$ cat src/rtl/scan_mux_nx1.sv
// N-input, WIDTH-bit multiplexer with a registered valid/ready output.
// Static mode follows sel; scan mode visits enabled channels round-robin, DWELL accepted samples each.
module scan_mux_nx1 #(
    parameter int WIDTH = 1,
    parameter int N     = 4,
    parameter int SELW  = 2,
    parameter int DWELL = 1
) (
    input  logic                 clk,
    input  logic                 rst,
    input  logic [N*WIDTH-1:0]   din,
    input  logic [SELW-1:0]      sel,
    input  logic                 mode,
    input  logic [N-1:0]         en_mask,
    input  logic                 out_ready,
    output logic [WIDTH-1:0]     dout,
    output logic [SELW-1:0]      dout_ch,
    output logic                 dout_valid,
    output logic                 scan_wrap
);

    localparam int CW = (DWELL > 1) ? $clog2(DWELL) : 1;

    typedef enum logic {
        ST_STATIC = 1'b0,
        ST_SCAN   = 1'b1
    } state_t;

    state_t            state_q, state_d;
    logic              free;
    logic [SELW-1:0]   ptr_q, ptr_d, ptr_base;
    logic [CW-1:0]     cnt_q, cnt_d, cnt_base, cnt_eff;
    logic [SELW-1:0]   eff, nxt;
    logic              any_en, found_nxt;
    logic [WIDTH-1:0]  dout_d;
    logic [SELW-1:0]   dout_ch_d;
    logic              dout_valid_d, scan_wrap_d;

    // A stalled output freezes everything, so a stall never advances the scan.
    assign free = !dout_valid || out_ready;

    // State register
    always_ff @(posedge clk) begin
        if (rst) state_q <= ST_STATIC;
        else     state_q <= state_d;
    end

    // Next state: mode is only taken on free cycles
    always_comb begin
        state_d = state_q;
        if (free) state_d = mode ? ST_SCAN : ST_STATIC;
    end

    // Entering scan restarts from channel 0 with an empty dwell count.
    assign ptr_base = (state_q == ST_STATIC) ? '0 : ptr_q;
    assign cnt_base = (state_q == ST_STATIC) ? '0 : cnt_q;

    // Channel search: eff = first enabled at/after ptr, nxt = first enabled strictly after eff.
    always_comb begin
        // NOTE: every comb output gets a default first so no path can infer a latch.
        any_en    = 1'b0;
        eff       = '0;
        found_nxt = 1'b0;
        nxt       = '0;
        for (int i = 0; i < N; i++) begin
            if (!any_en && en_mask[(int'(ptr_base) + i) % N]) begin
                any_en = 1'b1;
                eff    = SELW'((int'(ptr_base) + i) % N);
            end
        end
        for (int i = 1; i <= N; i++) begin
            if (!found_nxt && en_mask[(int'(eff) + i) % N]) begin
                found_nxt = 1'b1;
                nxt       = SELW'((int'(eff) + i) % N);
            end
        end
    end

    assign cnt_eff = (eff != ptr_base) ? '0 : cnt_base;

    // Output / datapath next values
    always_comb begin
        dout_d       = dout;
        dout_ch_d    = dout_ch;
        dout_valid_d = dout_valid;
        scan_wrap_d  = scan_wrap;
        ptr_d        = ptr_q;
        cnt_d        = cnt_q;
        if (free) begin
            scan_wrap_d = 1'b0;
            if (state_d == ST_STATIC) begin
                if (int'(sel) < N) begin
                    dout_d       = din[int'(sel)*WIDTH +: WIDTH];
                    dout_ch_d    = sel;
                    dout_valid_d = 1'b1;
                end else begin
                    dout_valid_d = 1'b0;
                end
            end else if (!any_en) begin
                dout_valid_d = 1'b0;
                ptr_d        = ptr_base;
                cnt_d        = cnt_base;
            end else begin
                dout_d       = din[int'(eff)*WIDTH +: WIDTH];
                dout_ch_d    = eff;
                dout_valid_d = 1'b1;
                if (cnt_eff == CW'(DWELL - 1)) begin
                    ptr_d       = nxt;
                    cnt_d       = '0;
                    scan_wrap_d = (nxt <= eff);
                end else begin
                    ptr_d = eff;
                    cnt_d = cnt_eff + CW'(1);
                end
            end
        end
    end

    // NOTE: sequential state uses non-blocking assignments so all registers sample pre-edge values.
    always_ff @(posedge clk) begin
        if (rst) begin
            dout       <= '0;
            dout_ch    <= '0;
            dout_valid <= 1'b0;
            scan_wrap  <= 1'b0;
            ptr_q      <= '0;
            cnt_q      <= '0;
        end else begin
            dout       <= dout_d;
            dout_ch    <= dout_ch_d;
            dout_valid <= dout_valid_d;
            scan_wrap  <= scan_wrap_d;
            ptr_q      <= ptr_d;
            cnt_q      <= cnt_d;
        end
    end

endmodule

$ cat config.mk
export PLATFORM = sky130hd
export DESIGN_NAME = scan_mux_nx1
export DESIGN_NICKNAME = d
export VERILOG_FILES = /design/src/rtl/scan_mux_nx1.sv
export SDC_FILE = /design/constraint.sdc
export NUM_CORES = 1
export LEC_CHECK = 0
export ABC_AREA = 1
export CORE_UTILIZATION = 57
export CTS_CLUSTER_DIAMETER = 30
export CTS_CLUSTER_SIZE = 24
export DETAILED_ROUTE_END_ITERATION = 8
export GPL_TIMING_DRIVEN = 0
export PLACE_DENSITY = 0.85
export SYNTH_ARGS = -nofsm -noshare
export SYNTH_HDL_FRONTEND = slang
export SYNTH_SLANG_ARGS = --single-unit
export TNS_END_PERCENT = 5
$ cat constraint.sdc
create_clock -name clk -period 7.7 [get_ports clk]
set_input_delay 1.925 -clock clk [delete_from_list [all_inputs] [get_ports clk]]
set_output_delay 1.925 -clock clk [all_outputs]
set_load 0.02 [all_outputs]
**Yosys cells after proc, flatten, opt, wreduce, memory -nomap -nowiden**

Cells that the tools add are included.

- Bits in registers: 9
- Input bits: 14
- Output and inout port bits: 5
- Word-level logic and storage cells: 114

- Add/sub/neg operators: 8
- Magnitude comparators: 9
- Eq/ne operators: 2
- Shift operators: 2
- Muxes and demuxes: 56
- Bitwise operators: 7
- Reductions and logical operators: 23

Operators with widths:

| kind | count |
|---|---|
| 1-bit 2-to-1 mux | 35 |
| 3-bit by 4-bit < comparator with 1-bit output (second input constant) | 7 |
| 2-bit 2-to-1 mux | 13 |
| 1-bit binary-select mux with 2-bit select | 8 |
| 2-bit OR reduction | 7 |
| 2-bit adder (second input constant) | 4 |
| 4-bit by 3-bit variable part select with 1-bit output | 2 |
| 1-bit AND (first input constant) | 7 |
| 1-bit zero test | 7 |
| 2-bit by 1-bit adder with 2-bit output (second input constant) | 3 |
| 1-bit logical AND | 6 |
| 2-bit AND reduction | 2 |
| 2-bit by 3-bit < comparator with 1-bit output (second input constant) | 1 |
| 2-bit less-or-equal comparator | 1 |
| 2-bit by 1-bit inequality test with 1-bit output (second input constant) | 1 |
| 2-bit inequality test | 1 |
| 1-bit adder (second input constant) | 1 |
| 1-bit logical OR | 1 |

**Longest topological paths before layout**

- Depth in word-level cells: 35
- Gate-level depth with buffers: 26
- Mapped depth without buffers: 24

**Worst setup path after synthesis**

OpenSTA, ideal clock, no wires.

- Kind: input to register
- Start point: in en_mask[2]
- End point: reg scan_wrap
- Library setup time: 66 ps
- Arrival time: 3829 ps
- Data required time: 7634 ps
- Setup slack: 3805 ps
- Stages on the path: 20
- Buffers on the path: 0
- Path through: inv_1 > nand3_1 > nand2_1 > nor2_1 > a21boi_0 > nand2_1 > nor2_4 > nand3_1 > nand2_2 > nand2_1 > nand2_1 > nor2_4 > nand3_1 > nand2_1 > ha_1 > inv_1 > nor2_1 > a21oi_1 > nand2_1 > a21oi_2

- Cells in the longest elaborated chain, start to end: 30
- Elaborated cells between the ends (all ways): 60
- Those cells by class: 4 x add/sub; 1 x order compare; 1 x eq/ne; 42 x mux; 12 x reduce/logical

Ends and longest elaborated chain:

| what | line | text |
|---|---|---|
| start: declaration | 14 | `input logic [N-1:0] en_mask,` |
| 1-bit binary-select mux with 2-bit select | 66 | `if (!any_en && en_mask[(int'(ptr_base) + i) % N]) begin` |
| 1-bit 2-to-1 mux (implied by the code) | 66 |  |
| 1-bit 2-to-1 mux | 66 |  |
| 1-bit zero test | 66 |  |
| 1-bit logical AND | 66 |  |
| 1-bit 2-to-1 mux | 66 |  |
| 1-bit zero test | 66 |  |
| 1-bit logical AND | 66 |  |
| [... 14 more ...] | -- |  |
| 1-bit 2-to-1 mux | 72 | `if (!found_nxt && en_mask[(int'(eff) + i) % N]) begin` |
| 1-bit zero test | 72 |  |
| 1-bit logical AND | 72 |  |
| 2-bit 2-to-1 mux | 72 |  |
| 2-bit less-or-equal comparator | 110 | `scan_wrap_d = (nxt <= eff);` |
| 1-bit 2-to-1 mux | 107 | `if (cnt_eff == CW'(DWELL - 1)) begin` |
| 1-bit 2-to-1 mux * | 99 | `end else if (!any_en) begin` |
| 1-bit 2-to-1 mux * | 91 | `if (state_d == ST_STATIC) begin` |
| end signal: assignment | 132 | `scan_wrap <= scan_wrap_d;` |
| end: declaration | 19 | `output logic scan_wrap` |

Every way passes the cells marked *; elsewhere a longest branch is shown, timed or not. The select of a mux whose other input is x is not followed.
A chain may end at the register's enable or synchronous reset.

**Worst setup path after layout**

- Start point: in en_mask[0]
- End point: reg scan_wrap

The elaborated chain is that of the path after synthesis.

==> key figures <==
Worst hold path
  – Min-delay worst type: reg -> reg
  – Worst Hold End: cnt_q
  – Hold Crit Depth: 2
  – Worst hold start: cnt_q

Logic synthesis
  – Cell accounting for the most synthesized area: nand2_1
  – Synth top area share: between 20% and 30%
  – Sequential-to-total area share from yosys stat: between 15 and 20%
  – Async S/R FF share, synth: 0%
  – Synthesized net count: 222
  – Synth unique cells: 27
  – Cell Area, Synth: approximately 0.0011 mm2
  – Main synth FF type: dfxtp_1
  – FF+latch count, synth: 9
  – Syn. warnings: 0
  – Synth cell count leaders: nand2_1, nand3_1, inv_1
  – Syn avg cell area: about 5.5 um2
  – Most common cell in the netlist: nand2_1
  – Mapped Cells: about 210
  – Ranking of synthesized cells by area: nand2_1, dfxtp_1, nand3_1
  – Post-synth EDFFs: 0

Worst setup path
  – CP bufs+invs: 4
  – CP cell instances: clkdlybuf4s50_1 > inv_1 > nand3_1 > nand2_1 > nand2_1 > nand2_1 > nand3_1 > nand2_1 > buf_2 > nand3_1 > nand2_1 > nand2_1 > nand2_1 > nor2_4 > nand3_1 > nand2_1 > ha_1 > inv_1 > nor2_1 > a21oi_1 > nand2_1 > a21oi_2
  – R2r startpoint: state_q
  – Worst Setup End Kind: register
  – Crit path top cell by count: nand2_1
  – CP Max Fanout: 10
  – CP Class: in -> reg
  – R2R cell count: 22
  – FF-to-FF setup slack: 4.83 ns
  – CP Data Required Time: 7.91 ns
  – Crit start category: primary input
  – CP top delay family: simple AND/OR/NAND/NOR gates
  – R2r endpoint: scan_wrap
  – Max incr delay on CP: 0.54 ns
  – CP arrival: about 4.8 ns
  – Slowest cell on crit path: clkdlybuf4s50_1

Routing
  – DRT iter0 DRCs: 55
  – Routed wl met3: between 150 and 200 um
  – Post-route ant nets: 0
  – Metal-1 WL: approximately 1300 um
  – Met2 Routed Length: between 1000 and 1500 um
  – Uppermost layer routed: met4
  – DRC: 0
  – Vias per std cell: between 5 and 6
  – Final WL: slightly below 3000 um
  – Routed vias: between 1000 and 1500
  – Pre-antenna DRT Iters: 4
  – Routed wire per std cell: between 10 and 15 um

Cells and area
  – Share of layout cells above drive strength 1: between 10% and 20%
  – Fin area: roughly 0.0014 mm2
  – Layout Nets: 245
  – Antenna fix cells: 0
  – Layout area overhead: 20.9%

STA
  – Final Hold Fails: 0
  – FMAX: approximately 220 MHz
  – Max Transition Viols Final: 0
  – RSZ-0062 raised after global routing: no
  – Final setup violation count: 0
  – Ratio of final minimum period to clock period: 59.2%
  – TNS Setup: 0 ns
  – Slew margin rel.: around 63%
  – Tmin final: ~4.6 ns
  – Least-Margin Pin Slew: around 0.56 ns
  – Clk_skew: 0.000486 ns

Pwr
  – Power per standard cell area: around 170 mW/mm2
  – Pwr Total: between 200 and 250 uW
  – Peak supply drop: roughly 0.00014 V
  – Leakage: slightly above 0.0007 uW

CTS
  – Worst-skew pair later-pin latency: ~0.27 ns
  – Hold-fix buffers, CTS: 0
  – Post-CTS Setup Bufs: 0
  – Clk slew on worst S/H paths: around 0.070 ns
  – CTS buffer count: 3
  – CTS tree: built
  – Post-CTS Resized: 0
  – Root buffer cell: clkbuf_4
  – Clk buf depth: 2
  – H-tree levels: 1
  – Clock tree sinks: 9

GRT
  – Grt ovf: 0
  – First-pass GRT wire length: 4530 um
  – Gr usage total: around 28%
  – Largest net degree at the start of global routing: 11
  – Number of global-route vias before repair: around 1100
  – Initial antenna violation count: 0

Place
  – Area after DPL: roughly 0.0014 mm2
  – Port Buffers: 18
  – Final RePlAce weighted congestion: 0.935
  – Hpwl dp: around 2200 um

Run status
  – Status: finished clean

Floorplanning
  – Initial Util: 63.6%
  – Die X: 46.8 um
  – Total die area: approximately 0.0022 mm2
  – Core Box Area: around 0.0018 mm2
  – Die height: 46.8 um
  – Num ports: 19
  – # rows: 15

Run
  – Max-cap violations: 0
## cell type report
| class | instances | area, um2 |
|---|---|---|
| buffer | 5 | 42.5 |
| clock buffer | 3 | 22.5 |
| clock inverter | 1 | 5.00 |
| fill | 162 | 417 |
| inverter | 24 | 90.1 |
| multi-input combinational | 169 | 833 |
| sequential | 9 | 180 |
| tap | 25 | 31.3 |
| timing repair buffer | 18 | 180 |
## cell usage in the layout (no fill, tap or decap), drive strengths merged
cell type      netlist  routed
a21boi               1       1
a21oi               10      10
and2                 1       1
buf                  5       5
clkbuf               0       3
clkdlybuf4s50        0      18
clkinv               0       1
dfxtp                9       9
ha                   1       1
inv                 24      24
nand2               88      88
nand3               35      35
nand4                3       3
nor2                16      16
o2111ai              1       1
o211ai               2       2
o21a                 1       1
o21ai                9       9
o21bai               1       1
## per-stage QoR
stage | instances | setup slack (ns) | utilization, % | hold WS, ns
global route | 254 | 2.79 | 76.9 | 0.474
CTS | 254 | 3.18 | 76.9 | 0.457
floorplan | 207 | 3.80 | - | 0.423
finish | 254 | 3.15 | 76.9 | 0.457
detailed placement | 250 | 2.91 | 75.3 | 0.446
global placement | 250 | 2.98 | 75.3 | 0.434
## how the worst max path moves through the flow
stage                     from        end  slack (ns)  depth (start not counted)
finish              en_mask[0]  scan_wrap        3.15                         22
CTS                 en_mask[0]  scan_wrap        3.18                         22
global route        en_mask[1]  scan_wrap        2.79                         20
floorplan           en_mask[2]  scan_wrap        3.80                         20
global placement    en_mask[0]  scan_wrap        2.98                         21
detailed placement  en_mask[0]  scan_wrap        2.91                         22
## cells by family after synthesis
group | synth area share, %
fa+ha+maj | 1.09
simple gates | 58.3
flops | 15.7
buf+inv | 11.6
compound gates | 13.3
## sequential cells by signal, indices dropped and copies added (netlist names)
| register | flops |
|---|---|
| cnt_q | 1 |
| dout | 1 |
| dout_ch | 2 |
| dout_valid | 1 |
| ptr_q | 2 |
| scan_wrap | 1 |
| state_q | 1 |
## tightest hold or removal path, cell delays in order (launching register included)
cell and delay [ns]:
dfxtp_1 0.31, nand2_1 0.06, nor2_1 0.04
## routing by layer
metal	vias to the layer above	global-route usage [%]
met5	-	0
met4	0	12.6
met3	8	1.92
met2	58	51.7
met1	615	33.1
li1	714	-
## power by group
| part | leakage (uW) | internal (uW) | switching (uW) |
|---|---|---|---|
| clock network | 0.0000177 | 19.3 | 19.3 |
| logic | 0.000630 | 53.1 | 85.7 |
| registers | 0.0000744 | 51.8 | 4.42 |
| total | 0.000722 | 124 | 109 |
Note: power is estimated with default switching activity, not from simulation.
